==> src/rtl/lc3_io_ctrl.sv <==
// LC-3 memory-mapped I/O control: address decode, display device (DDR/DSR
// plus 4-digit multiplexed 7-segment driver) and interrupt priority/vector logic.
module lc3_io_ctrl #(
  parameter int unsigned REFRESH_DIV = 50000
) (
  input  logic        clk,
  input  logic        rst_n,
  input  logic [15:0] MAR,
  input  logic [15:0] MDR,
  input  logic        R_W,
  input  logic        MIO_EN,
  input  logic [15:0] KBSR,
  input  logic [15:0] UARTSR,
  input  logic [1:0]  VectorMUX,
  input  logic        LD_Vector,
  output logic [3:0]  INMUX_Sel,
  output logic        MEM_EN,
  output logic        LD_KBSR,
  output logic        LD_DDR,
  output logic        LD_DSR,
  output logic        LD_SDAER,
  output logic        LD_SDADR,
  output logic        LD_SDASR,
  output logic        LD_SCLER,
  output logic        LD_UARTDR,
  output logic        LD_UARTSR,
  output logic [2:0]  LD_SC_buffer,
  output logic [15:0] DSR,
  output logic [6:0]  seg,
  output logic [3:0]  an,
  output logic        WR_DSP,
  output logic [7:0]  Vector,
  output logic [2:0]  INT_Priority
);

  localparam int unsigned CW = (REFRESH_DIV > 1) ? $clog2(REFRESH_DIV) : 1;

  logic [15:0]   ddr;
  logic          dsr_ready;
  logic          dsr_ie;
  logic [CW-1:0] scan_cnt;
  logic [1:0]    digit;
  logic [3:0]    nibble;
  logic          kb_req, uart_req, dsp_req;
  logic [7:0]    pend_vec;
  logic          unused_sr;

  assign unused_sr = ^{KBSR[13:0], UARTSR[13:0]};

  // Address decode
  always_comb begin
    INMUX_Sel    = '1;
    MEM_EN       = MIO_EN && (MAR < 16'hFE00);
    LD_KBSR      = 1'b0;
    LD_DDR       = 1'b0;
    LD_DSR       = 1'b0;
    LD_SDAER     = 1'b0;
    LD_SDADR     = 1'b0;
    LD_SDASR     = 1'b0;
    LD_SCLER     = 1'b0;
    LD_UARTDR    = 1'b0;
    LD_UARTSR    = 1'b0;
    LD_SC_buffer = '0;
    if (MIO_EN && !R_W) begin
      if (MAR < 16'hFE00) INMUX_Sel = 4'b0000;
      else begin
        case (MAR)
          16'hFE00: INMUX_Sel = 4'b0001;
          16'hFE02: INMUX_Sel = 4'b0010;
          16'hFE04: INMUX_Sel = 4'b0011;
          16'hFE08: INMUX_Sel = 4'b0100;
          16'hFE0A: INMUX_Sel = 4'b0101;
          16'hFE0C: INMUX_Sel = 4'b0110;
          16'hFE0E: INMUX_Sel = 4'b0111;
          16'hFE10: INMUX_Sel = 4'b1000;
          16'hFE12: INMUX_Sel = 4'b1001;
          16'hFE14: INMUX_Sel = 4'b1010;
          16'hFE16: INMUX_Sel = 4'b1011;
          default: begin
            if (MAR[15:3] == 13'h1FC4) INMUX_Sel = 4'b1100;
            if (MAR[15:3] == 13'h1FC5) INMUX_Sel = 4'b1101;
            if (MAR[15:3] == 13'h1FC6) INMUX_Sel = 4'b1110;
          end
        endcase
      end
    end
    if (MIO_EN && R_W) begin
      case (MAR)
        16'hFE00: LD_KBSR   = 1'b1;
        16'hFE04: LD_DSR    = 1'b1;
        16'hFE06: LD_DDR    = 1'b1;
        16'hFE0A: LD_SDAER  = 1'b1;
        16'hFE0C: LD_SDADR  = 1'b1;
        16'hFE0E: LD_SDASR  = 1'b1;
        16'hFE12: LD_SCLER  = 1'b1;
        16'hFE16: LD_UARTSR = 1'b1;
        16'hFE18: LD_UARTDR = 1'b1;
        default: begin
          LD_SC_buffer[0] = (MAR[15:3] == 13'h1FC4);
          LD_SC_buffer[1] = (MAR[15:3] == 13'h1FC5);
          LD_SC_buffer[2] = (MAR[15:3] == 13'h1FC6);
        end
      endcase
    end
  end

  // Display registers; ready is low for exactly the cycles following a DDR strobe
  always_ff @(posedge clk) begin
    if (!rst_n) begin
      ddr       <= '0;
      dsr_ie    <= 1'b0;
      dsr_ready <= 1'b1;
      WR_DSP    <= 1'b0;
    end else begin
      if (LD_DDR) ddr <= MDR;
      if (LD_DSR) dsr_ie <= MDR[14];
      dsr_ready <= ~LD_DDR;
      WR_DSP    <= LD_DDR | LD_DSR;
    end
  end

  assign DSR = {dsr_ready, dsr_ie, 14'b0};

  always_ff @(posedge clk) begin
    if (!rst_n) begin
      scan_cnt <= '0;
      digit    <= '0;
    end else if (scan_cnt == CW'(REFRESH_DIV - 1)) begin
      scan_cnt <= '0;
      digit    <= digit + 2'd1;
    end else begin
      scan_cnt <= scan_cnt + 1'b1;
    end
  end

  assign nibble = ddr[{digit, 2'b00} +: 4];
  assign an     = ~(4'b0001 << digit);

  always_comb begin
    seg = '1;
    case (nibble)
      4'h0: seg = 7'b1000000;
      4'h1: seg = 7'b1111001;
      4'h2: seg = 7'b0100100;
      4'h3: seg = 7'b0110000;
      4'h4: seg = 7'b0011001;
      4'h5: seg = 7'b0010010;
      4'h6: seg = 7'b0000010;
      4'h7: seg = 7'b1111000;
      4'h8: seg = 7'b0000000;
      4'h9: seg = 7'b0010000;
      4'hA: seg = 7'b0001000;
      4'hB: seg = 7'b0000011;
      4'hC: seg = 7'b1000110;
      4'hD: seg = 7'b0100001;
      4'hE: seg = 7'b0000110;
      default: seg = 7'b0001110;
    endcase
  end

  // Interrupt arbitration: KB > UART > display
  assign kb_req   = KBSR[15] & KBSR[14];
  assign uart_req = UARTSR[15] & UARTSR[14];
  assign dsp_req  = dsr_ready & dsr_ie;

  always_comb begin
    INT_Priority = 3'd0;
    pend_vec     = 8'h00;
    if (kb_req) begin
      INT_Priority = 3'd4;
      pend_vec     = 8'h80;
    end else if (uart_req) begin
      INT_Priority = 3'd3;
      pend_vec     = 8'h82;
    end else if (dsp_req) begin
      INT_Priority = 3'd2;
      pend_vec     = 8'h81;
    end
  end

  always_ff @(posedge clk) begin
    if (!rst_n) Vector <= 8'h00;
    else if (LD_Vector) begin
      case (VectorMUX)
        2'b00:   Vector <= pend_vec;
        2'b01:   Vector <= 8'h00;
        2'b10:   Vector <= 8'h01;
        default: Vector <= Vector;
      endcase
    end
  end

endmodule

==> config.mk <==
export PLATFORM = sky130hd
export DESIGN_NAME = lc3_io_ctrl
export DESIGN_NICKNAME = d
export VERILOG_FILES = /design/src/rtl/lc3_io_ctrl.sv
export SDC_FILE = /design/constraint.sdc
export NUM_CORES = 1
export LEC_CHECK = 0
export CAP_MARGIN = 20
export CORE_UTILIZATION = 25
export DETAILED_ROUTE_END_ITERATION = 12
export PLACE_DENSITY = 0.65
export SLEW_MARGIN = 20
export SYNTH_ARGS = -nofsm -noshare
export SYNTH_HDL_FRONTEND = slang
export SYNTH_SLANG_ARGS = --single-unit
==> constraint.sdc <==
create_clock -name clk -period 2.9 [get_ports clk]
set_input_delay 0.58 -clock clk [delete_from_list [all_inputs] [get_ports clk]]
set_output_delay 0.58 -clock clk [all_outputs]
set_load 0.05 [all_outputs]
# After elaboration in Yosys (flattened, before gate mapping)
# Memory sizes are Yosys's and may differ from the RTL's.
# Cells that the tools add are included.
word_totals:
  regBits: 45
  romBits: 112
  inputBits: 71
  out_inout_bits: 56
  elab_cells: 81
  mem_count: 1
mem_list:
  columns: ["name", "words", "width", "read_ports", "rd_clocked_by_memory_dff", "write_ports", "line_no", "source"]
  rows:
  - ["(name not given)", 16, 7, 1, 0, 0, "141", "case (nibble)"]
op_classes:
  addsub: 2
  magnitude_cmp: 1
  eq_ne: 19
  shift: 2
  n_mux: 33
  bitwise_logic: 7
  n_reduce_logical: 9
op_table:
  columns: ["op", "count"]
  rows:
  - ["$eq A16 B16 Y1 const B", 14]
  - ["$pmux W4 S11", 1]
  - ["$eq A13 B13 Y1 const B", 3]
  - ["$mux W8", 3]
  - ["$pmux W8 S3", 1]
  - ["$mux W1", 18]
  - ["$add A16 B1 Y16 const B", 1]
  - ["$lt A16 B16 Y1 const B", 1]
  - ["$mux W4", 4]
  - ["$shiftx A16 B5 Y4", 1]
  - ["$mux W3", 3]
  - ["$reduce_or A9 Y1", 1]
  - ["$mux W2", 3]
  - ["$not A4 Y4", 1]
  - ["$shl A1 B2 Y4 const A", 1]
  - ["$and A1 B1 Y1", 3]
  - ["$logic_and A1 B1 Y1", 3]
  - ["$reduce_bool A3 Y1", 1]
  - ["$add A2 B1 Y2 const B", 1]
  - ["$eq A2 B1 Y1 const B", 1]
  - ["$eq A2 B2 Y1 const B", 1]
  - ["$logic_not A2 Y1", 1]
  - ["$not A1 Y1", 2]
  - ["$reduce_and A2 Y1", 1]
  - ["other kinds (3)", 3]

# Depth between registers and ports, before layout
# Gate-level depths: netlist of the first run.
logic_depth:
  word_depth: 7
  ltp_mapped: 7
  ltp_nobuf: 6

# Worst setup path after synthesis of the first run
# No wires, ideal clock.
synth_path:
  path_kind: "input-to-output"
  startpoint: "input MAR[7]"
  endpoint: "output INMUX_Sel[3]"
  arrival_ns: 3.087
  required_time_ns: 2.320
  setup_slack_ns: -0.767
  cell_stages: 4
  n_path_buf: 1
  path_cell_list: "nor3_1 > nand4_1 > clkbuf_1 > o311ai_0"
synth_via:
  elab_chain_cells: 5
  word_cells_on_any_way: 17
  cone_classes: "order compare (1); eq/ne (12); mux (4)"
synth_lines:
  columns: ["element", "line_no", "source"]
  rows:
  - ["from (decl)", "8", "input logic [15:0] MAR,"]
  - ["$eq A13 B13 Y1", "82", "if (MAR[15:3] == 13'h1FC6) INMUX_Sel = 4'b1110;"]
  - ["$mux W4", "82", null]
  - ["$pmux W4 S11", "67", "case (MAR)"]
  - ["$mux W4 (*)", "65", "if (MAR < 16'hFE00) INMUX_Sel = 4'b0000;"]
  - ["$mux W4 (*)", "64", "if (MIO_EN && !R_W) begin"]
  - ["to (decl)", "16", "output logic [3:0] INMUX_Sel,"]
# Every way passes the cells marked *; elsewhere a longest branch is shown, timed or not.

# Worst setup path in the final report of the first run
layout_path:
  startpoint: "register digit[1]"
  endpoint: "output seg[0]"
layout_via:
  elab_chain_cells: 2
layout_lines:
  columns: ["element", "line_no", "source"]
  rows:
  - ["from (decl)", "42", "logic [1:0] digit;"]
  - ["from (signal assigned)", "130", "digit <= digit + 2'd1;"]
  - ["$shiftx A16 B5 Y4", "136", "assign nibble = ddr[{digit, 2'b00} +: 4];"]
  - ["$mem_v2 Z16 W7", null, null]
  - ["to (decl)", "29", "output logic [6:0] seg,"]
# No other way between the ends.

==> results.json, run 1 <==
{
  "grtUsageTotal": 0.120,
  "antenna_found_initial": 0,
  "power_mw": 1.14,
  "grt_start_max_net_pins": 23,
  "switching_share": 0.288,
  "r2r_start": "scan_cnt[0]$_SDFF_PP0_",
  "status": "completed",
  "synth_compound_area_frac": 0.144,
  "p_per_area_mw_per_mm2": 290,
  "routed_wl_mm": 6.68,
  "cts_hold_buf": 0,
  "synthCells": 330,
  "layout.nets": 499,
  "cts_root_buf": "clkbuf_8",
  "leakage_nw": 1.46,
  "min_from": "scan_cnt[0]$_SDFF_PP0_",
  "hold_ws_ns": 0.440,
  "hold_viol": 0,
  "viasPerCell": 4.73,
  "clk_latency_ns": 0.29,
  "path_clk_slew_ns": 0.07,
  "drive_above_1_share": 0.183,
  "grt_overflow": 0,
  "setup_viol": 0,
  "avgRoutedWirePerCell_um": 12.1,
  "ys_seq_area_frac": 0.301,
  "grt_pass1_vias": 2390,
  "cts_sinks": 40,
  "ir_worst_vdd_mv": 0.161,
  "vias": 2606,
  "min_path_type": "reg2reg",
  "dr.pass1.iters": 4,
  "fin_ws_ns": 0.0853,
  "hold_depth": 1,
  "power_frac_clock": 0.300,
  "ff2ff_setup_slack_ns": 1.16,
  "dp_slack_ns": 0.0783,
  "hpwl_mm": 5.24,
  "ant_nets": 0,
  "slew_headroom": 0.550,
  "finalWeightedCongestion": 0.822,
  "antenna_cells": 0,
  "tightest_slew_ns": 0.674,
  "rsz0062_at_grt": "false",
  "cts_max_path_buffers": 2,
  "syn_area_mm2": 0.00266,
  "nFillCells": 1046,
  "regToRegEndpoint": "scan_cnt[5]$_SDFF_PP0_",
  "p_sw_mw": 0.327,
  "maxCapViolations": 0,
  "io_pins": 127,
  "cp_max_fo": 10,
  "synth_top_area_frac": 0.301,
  "syn_avg_cell_area_um2": 8.05,
  "crit_path_end_kind": "output pin",
  "synth_mux_area_frac": 0.0490,
  "async_flop_share": 0,
  "fin_crit_sh": 0.971,
  "cp.required_ns": 2.32,
  "yosysWarnings": 0,
  "start_kind": "register",
  "timing_worst_setup_path_type": "reg2out",
  "arrival_ns": 2.23,
  "chipWidth_um": 105,
  "area_growth_pct": 47.7,
  "period_needed_ns": 2.81,
  "yosys.cell_types.count": 51,
  "reg2reg_depth": 5,
  "chipHeight_um": 105,
  "synthAdderAreaFrac": 0.0612,
  "cts_tree": "yes",
  "htreeDepth": 2,
  "core_area_mm2": 0.0103,
  "tns_ns": 0,
  "synth_top_family_by_area": "simple AND/OR/NAND/NOR gates",
  "synth_xor_area_frac": 0.0461,
  "grt_first_pass_wirelength_mm": 10.9,
  "synth_top_cells_by_area": "dfxtp_1 30%, buf_4 6.2%, ha_1 6.1%, nand4_1 5.9%, a21oi_1 4.9%",
  "finClkSkew_ns": 0.00864,
  "fmax_ghz": 0.355,
  "port-buffer-count": 79,
  "ys_ff_latch": 40,
  "drcViolationCount": 0,
  "cts_buffers": 5,
  "yosys.area.top_type": "dfxtp_1",
  "power.internal_mw": 0.811,
  "die_area_mm2": 0.0110,
  "yosysMostFrequentCell": "dfxtp_1",
  "power_frac_seq": 0.489,
  "drt_iter0_markers": 144,
  "synth_edf_count": 0,
  "synth_flop_cell": "dfxtp_1",
  "synth-simple-area-share": 0.280,
  "synth_commonest_cells": "40 x dfxtp_1, 27 x nor2_1, 26 x a21oi_1",
  "num_rows": 37,
  "start_util": 0.257,
  "comb_power_share": 0.210,
  "min_to": "scan_cnt[0]$_SDFF_PP0_",
  "slew_viol_final": 0
}
## cell families (layout without fill, tap and decap cells)
| logic type | count (synthesis) | count (layout) |
|---|---|---|
| and+or+nand+nor | 134 | 134 |
| AOI/OAI and AO/OA | 66 | 66 |
| buffers and inverters | 55 | 122 |
| DFF | 40 | 40 |
| xor gates and xnor gates | 14 | 14 |
| adders and majority gates | 13 | 13 |
| muxes | 7 | 7 |
| other | 1 | 19 |
## state kept, by name (all words and copies together), names as in the netlist
| name | cells |
|---|---|
| Vector | 3 |
| WR_DSP | 1 |
| ddr | 16 |
| digit | 2 |
| dsr_ie | 1 |
| dsr_ready | 1 |
| scan_cnt | 16 |
## worst max-delay path, cell delays in order, from the launching register on
cell and delay (ns):
dfxtp_2 0.45, mux4_2 0.64, nor2b_1 0.23, a22oi_1 0.33, o31ai_4 0.13, buf_12 0.17
## cell usage in the layout (no fill, tap or decap), types with 5 or more instances in the layout
cell type / netlist / final
buf_4: 22 / 27
xnor2_1: 7 / 7
clkbuf_8: 0 / 5
buf_12: 0 / 21
nor3_1: 9 / 7
nor2_1: 27 / 27
ha_1: 13 / 13
nand2_1: 24 / 24
nand4_1: 25 / 25
and4_1: 5 / 5
a21oi_1: 26 / 26
o21ai_0: 23 / 20
and3_1: 8 / 8
clkdlybuf4s50_1: 0 / 52
nand3_1: 9 / 9
inv_1: 15 / 15
dfxtp_1: 40 / 38
conb_1: 1 / 19
xor2_1: 7 / 7
## metal layers
layer / part of all wire / wire [µm] / GRT usage
met5: 0 / 0 / 0
met4: 0.010 / 68 / 0.0382
met3: 0.067 / 447 / 0.0318
met2: 0.48 / 3180 / 0.209
met1: 0.45 / 2990 / 0.143
## cell type report
class                   instances  area [µm²]  share of cell area
flip-flops and latches         40         806               0.205
multi-input cells             253        1670               0.426
well taps                     136         170              0.0433
inverters                      15        56.3              0.0143
clock inverters                 1        5.00             0.00127
clock buffers                   6        72.6              0.0185
repair buffers                100        1140               0.291
## timing repair
item	4_1_cts	5_1_grt
cloned	0	0
setup buffers	0	0
setup endpoints to repair	4	3
resized for setup	3	5
hold endpoints to repair	0	0
## through the flow
step / std cells / utilization / instance area (µm²)
2_1_floorplan: 348 / - / 2760
4_1_cts: 551 / 0.377 / 3900
3_3_place_gp: 544 / 0.370 / 3820
5_1_grt: 551 / 0.380 / 3930
6_report: 551 / 0.380 / 3930
3_5_place_dp: 544 / 0.370 / 3820
## how the worst max path moves through the flow
stage / startpoint / endpoint
2_1_floorplan: MAR[7] / INMUX_Sel[3]
3_3_place_gp: MAR[4] / LD_DSR
3_5_place_dp: MAR[4] / INMUX_Sel[2]
4_1_cts: digit[1]$_SDFFE_PN0P_ / seg[0]
5_1_grt: digit[1]$_SDFFE_PN0P_ / seg[0]
6_report: digit[1]$_SDFFE_PN0P_ / seg[0]
## power groups by stage
stage | registers (mW) | logic [mW] | clock network, mW
floorplan | 0.576 | 0.148 | 0
global placement | 0.570 | 0.235 | 0
detailed placement | 0.571 | 0.237 | 0
CTS | 0.557 | 0.238 | 0.357
global route | 0.558 | 0.254 | 0.376
finish | 0.557 | 0.239 | 0.342
Power figures use the tool's default switching activity.
==> run 2: changes to the inputs <==
- PLACE_DENSITY: 0.65 -> not set
- SLEW_MARGIN: 20 -> not set
==> results.json, run 2 (synthesis gave the netlist of run 1 again) <==
{
  "start_util": 0.257,
  "path_clk_slew_ns": 0.08,
  "routed_wl_mm": 6.88,
  "cts_root_buf": "clkbuf_8",
  "fmax_ghz": 0.357,
  "finalNonFillerCells": 554,
  "r2r_start": "scan_cnt[0]$_SDFF_PP0_",
  "cts_sinks": 40,
  "layout.nets": 501,
  "top_regs": "ddr (16), scan_cnt (16), Vector (3)",
  "grt_first_pass_wirelength_mm": 11.6,
  "grtUsageTotal": 0.128,
  "switching_share": 0.288,
  "ff2ff_setup_slack_ns": 1.14,
  "htreeDepth": 2,
  "timing_worst_setup_path_type": "in2out",
  "hold_viol": 0,
  "start_kind": "input pin",
  "endpoint": "LD_DDR",
  "clk_latency_ns": 0.29,
  "power_frac_seq": 0.473,
  "final_design_area_no_fill_mm2": 0.00395,
  "cts_max_path_buffers": 2,
  "ir_worst_vdd_mv": 0.156,
  "final_common_cell": "clkdlybuf4s50_1",
  "arrival_ns": 2.22,
  "worst_path_most_repeated_cell": "buf_4",
  "drcViolationCount": 0,
  "min_path_type": "reg2reg",
  "grt_start_max_net_pins": 23,
  "period_needed_ns": 2.80,
  "slew_headroom": 0.551,
  "cp.required_ns": 2.32,
  "comb_power_share": 0.203,
  "vias": 2608,
  "io_pins": 127,
  "placed_cell_area_mm2": 0.00383,
  "final_cell_mix": "52 x clkdlybuf4s50_1, 38 x dfxtp_1, 29 x buf_4",
  "crit_path_end_kind": "output pin",
  "rsz0062_at_grt": "false",
  "setup_viol": 0,
  "fin_crit_sh": 0.966,
  "p_per_area_mw_per_mm2": 299,
  "regToRegEndpoint": "scan_cnt[7]$_SDFF_PP0_",
  "finalWeightedCongestion": 0.794,
  "dr.pass1.iters": 4,
  "grt_overflow": 0,
  "power_frac_clock": 0.324,
  "maxCapViolations": 0,
  "port-buffer-count": 79,
  "hold_depth": 1,
  "ant_nets": 0,
  "slew_viol_final": 0,
  "critical_path_cell_count": 8,
  "cp-startpoint": "MAR[7]",
  "die_area_mm2": 0.0110,
  "critPathMaxStageDelay_ns": 0.45,
  "antenna_found_initial": 0,
  "cpMaxStageDelayCell": "clkdlybuf4s50_1",
  "tightest_slew_ns": 0.673,
  "avgRoutedWirePerCell_um": 12.4,
  "grt_pass1_vias": 2506,
  "drive_above_1_share": 0.191,
  "viasPerCell": 4.71,
  "finClkSkew_ns": 0.00593,
  "num_rows": 37,
  "cts_hold_buf": 0,
  "place_inst": 545,
  "cts_tree": "yes",
  "crit_chain": "clkdlybuf4s50_1 > nor3_1 > nand4_1 > buf_4 > buf_4 > nor2_1 > buf_4 > buf_12",
  "area_growth_pct": 48.5,
  "leakage_nw": 1.47,
  "crit_buf_inv": 5,
  "hpwl_mm": 5.50,
  "core_area_mm2": 0.0103,
  "power.internal_mw": 0.840,
  "cpLargestDelayFamily": "buffers and inverters",
  "reg2reg_depth": 5,
  "cts_buffers": 5,
  "antenna_cells": 0,
  "drt_iter0_markers": 144,
  "cp_max_fo": 17,
  "p_sw_mw": 0.340,
  "status": "completed",
  "chipWidth_um": 105,
  "postLayoutCoreUtil": 0.382,
  "chipHeight_um": 105
}
[run 2: worst min path at each step]
stage	startpoint	endpoint	slack (ns)
after detailed placement	scan_cnt[0]$_SDFF_PP0_	scan_cnt[0]$_SDFF_PP0_	0.43
final	scan_cnt[0]$_SDFF_PP0_	scan_cnt[0]$_SDFF_PP0_	0.44
after global routing	scan_cnt[0]$_SDFF_PP0_	scan_cnt[0]$_SDFF_PP0_	0.48
after global placement	scan_cnt[0]$_SDFF_PP0_	scan_cnt[0]$_SDFF_PP0_	0.43
after CTS	scan_cnt[0]$_SDFF_PP0_	scan_cnt[0]$_SDFF_PP0_	0.45
after floorplan	scan_cnt[0]$_SDFF_PP0_	scan_cnt[0]$_SDFF_PP0_	0.41
[run 2: worst reg2reg max path: stages, from the launching register on]
cell and delay [ns]:
dfxtp_1 0.35, ha_1 0.21, and3_1 0.24, nand4_1 0.26, nand2_1 0.47, nor2_1 0.10
[run 2: layout make-up]
type                    count  area, µm²
flip-flops and latches     40        803
well taps                 136        170
clock buffers               6       82.6
repair buffers            102       1160
fillers                  1051       6380
multi-input cells         253       1660
inverters                  15       56.3
clock inverters             2       15.0
[run 2: per-layer routing]
layer | up-vias | share of wire | global-route usage
li1 | 1319 | - | -
met1 | 1195 | 0.45 | 0.152
met2 | 85 | 0.48 | 0.223
met3 | 9 | 0.060 | 0.0381
met4 | 0 | 0.011 | 0.0352
met5 | - | 0 | 0
[run 2: through the flow]
| stage | power (mW) | setup slack (ns) | setup TNS, ns | hold slack [ns] |
|---|---|---|---|---|
| 6_report | 1.18 | 0.0974 | 0 | 0.441 |
| 5_1_grt | 1.23 | 0.00578 | 0 | 0.478 |
| 4_1_cts | 1.20 | 0.00537 | 0 | 0.447 |
| 3_5_place_dp | 0.810 | 0.0875 | 0 | 0.435 |
| 3_3_place_gp | 0.806 | 0.0920 | 0 | 0.428 |
| 2_1_floorplan | 0.725 | -0.169 | -0.169 | 0.413 |
[run 2: what timing repair did]
| action | CTS | global route |
|---|---|---|
| endpoints found under the setup margin | 0 | 6 |
| resized for setup | 0 | 7 |
| buffers inserted | 0 | 1 |
[run 2: power groups by stage]
stage | registers (mW) | logic (mW) | clock network (mW)
6_report | 0.558 | 0.240 | 0.383
5_1_grt | 0.559 | 0.254 | 0.420
4_1_cts | 0.558 | 0.239 | 0.398
3_5_place_dp | 0.571 | 0.239 | 0
3_3_place_gp | 0.570 | 0.236 | 0
2_1_floorplan | 0.576 | 0.148 | 0
==> run 3: changes to the inputs <==
==> constraint.sdc (replaced) <==
create_clock -name clk -period 2.9 [get_ports clk]
set_input_delay 0.87 -clock clk [delete_from_list [all_inputs] [get_ports clk]]
set_output_delay 0.87 -clock clk [all_outputs]
set_load 0.05 [all_outputs]
==> results.json, run 3 (synthesis gave the netlist of run 1 again) <==
{
  "dp_slack_ns": -0.472,
  "path_clk_slew_ns": 0.08,
  "postLayoutCoreUtil": 0.440,
  "tns_ns": -0.0336,
  "dr.pass1.iters": 4,
  "cts_buffers": 5,
  "cp_max_fo": 4,
  "cts_tree": "yes",
  "hpwl_mm": 5.70,
  "final_cell_mix": "49 x buf_4, 38 x dfxtp_1, 32 x clkdlybuf4s50_1",
  "final_design_area_no_fill_mm2": 0.00454,
  "setup_viol": 3,
  "routed_wl_mm": 7.52,
  "antenna_found_initial": 0,
  "gr-usage-met3": 0.0324,
  "cts_sinks": 40,
  "use_met2": 0.244,
  "start_kind": "register",
  "endpoint": "seg[5]",
  "drt_iter0_markers": 127,
  "fin_ws_ns": -0.0156,
  "nFillCells": 1005,
  "ff2ff_setup_slack_ns": 1.11,
  "chipWidth_um": 105,
  "grt_pass1_vias": 2683,
  "top_regs": "ddr (16), scan_cnt (16), Vector (3)",
  "num_rows": 37,
  "period_needed_ns": 2.92,
  "cp.required_ns": 2.03,
  "cts_root_buf": "clkbuf_8",
  "drcViolationCount": 0,
  "ant_nets": 0,
  "crit_path_end_kind": "output pin",
  "busiest_layer": "met2",
  "fmax_ghz": 0.343,
  "finClkSkew_ns": 0.00589,
  "slew_viol_final": 0,
  "final_common_cell": "buf_4",
  "grt_overflow": 0,
  "arrival_ns": 2.05,
  "die_area_mm2": 0.0110,
  "avgRoutedWirePerCell_um": 12.9,
  "rsz0062_at_grt": "true",
  "chipHeight_um": 105,
  "grt_first_pass_wirelength_mm": 12.5,
  "status": "finished with violations",
  "finalWeightedCongestion": 0.871,
  "core_area_mm2": 0.0103,
  "p_per_area_mw_per_mm2": 283,
  "start_util": 0.257,
  "met1_usage": 0.163,
  "antenna_cells": 0,
  "port-buffer-count": 79,
  "io_pins": 127,
  "tightest_slew_ns": 0.671,
  "clk_latency_ns": 0.29,
  "htreeDepth": 2,
  "grtUsageTotal": 0.138,
  "regToRegEndpoint": "scan_cnt[11]$_SDFF_PP0_",
  "slew_headroom": 0.552,
  "area_growth_pct": 70.9,
  "ir_worst_vdd_mv": 0.171,
  "min_path_type": "reg2reg",
  "layout.nets": 531,
  "grt_start_max_net_pins": 23,
  "viasPerCell": 4.74,
  "placed_cell_area_mm2": 0.00417,
  "cp-startpoint": "digit[0]$_SDFFE_PN0P_",
  "power_mw": 1.28,
  "drive_above_1_share": 0.388,
  "fin_crit_sh": 1.01,
  "r2r_start": "scan_cnt[0]$_SDFF_PP0_",
  "timing_worst_setup_path_type": "reg2out",
  "cts_max_path_buffers": 2,
  "leakage_nw": 1.76,
  "hold_viol": 0,
  "violations": "setup timing",
  "maxCapViolations": 0,
  "reg2reg_depth": 5,
  "vias": 2768
}
run 3: stage by stage:
| stage | hold slack, ns | cells |
|---|---|---|
| after floorplan | 0.413 | 348 |
| after global placement | 0.426 | 566 |
| after detailed placement | 0.431 | 566 |
| after CTS | 0.443 | 585 |
| after global routing | 0.486 | 584 |
| final | 0.442 | 584 |
run 3: worst max-delay path, cell delays in order, from the launching register on:
cell     delay [ns]
dfxtp_4        0.38
mux4_2         0.60
ha_2           0.23
nand2_1        0.12
o21a_1         0.16
o21ai_1        0.10
buf_12         0.16
run 3: worst min path at each step:
| stage | slack, ns | depth (start not counted) | start | to |
|---|---|---|---|---|
| 2_1_floorplan | 0.41 | 1 | scan_cnt[0]$_SDFF_PP0_ | scan_cnt[0]$_SDFF_PP0_ |
| 4_1_cts | 0.44 | 1 | scan_cnt[0]$_SDFF_PP0_ | scan_cnt[0]$_SDFF_PP0_ |
| 6_report | 0.44 | 1 | scan_cnt[0]$_SDFF_PP0_ | scan_cnt[0]$_SDFF_PP0_ |
| 3_5_place_dp | 0.43 | 1 | scan_cnt[0]$_SDFF_PP0_ | scan_cnt[0]$_SDFF_PP0_ |
| 5_1_grt | 0.49 | 2 | Vector[7]$_SDFFE_PN0P_ | Vector[7]$_SDFFE_PN0P_ |
| 3_3_place_gp | 0.43 | 1 | scan_cnt[0]$_SDFF_PP0_ | scan_cnt[0]$_SDFF_PP0_ |
run 3: where the power goes:
| group | total, mW | internal, mW | switching (mW) |
|---|---|---|---|
| clock network | 0.447 | 0.254 | 0.192 |
| registers | 0.556 | 0.552 | 0.00336 |
| logic | 0.282 | 0.112 | 0.169 |
| total | 1.28 | 0.919 | 0.365 |
run 3: metal layers:
| layer | up-vias | wire, µm |
|---|---|---|
| met5 | - | 0 |
| met3 | 8 | 433 |
| li1 | 1377 | - |
| met2 | 95 | 3710 |
| met1 | 1288 | 3230 |
| met4 | 0 | 138 |
run 3: area by class of cell:
class | instances | area (µm²) | area share
multi-input cells | 253 | 2010 | 0.443
clock buffers | 5 | 68.8 | 0.0152
clock inverters | 3 | 42.5 | 0.00937
flip-flops and latches | 40 | 808 | 0.178
well taps | 136 | 170 | 0.0375
repair buffers | 132 | 1380 | 0.304
inverters | 15 | 61.3 | 0.0135
run 3: what timing repair did:
| item | in CTS | in global routing |
|---|---|---|
| endpoints found under the setup margin | 25 | 19 |
| pin swaps | 26 | 14 |
| hold endpoints to repair | 0 | 0 |
| setup buffers | 11 | 0 |
| hold buffers | 0 | 0 |
| resized for setup | 109 | 20 |
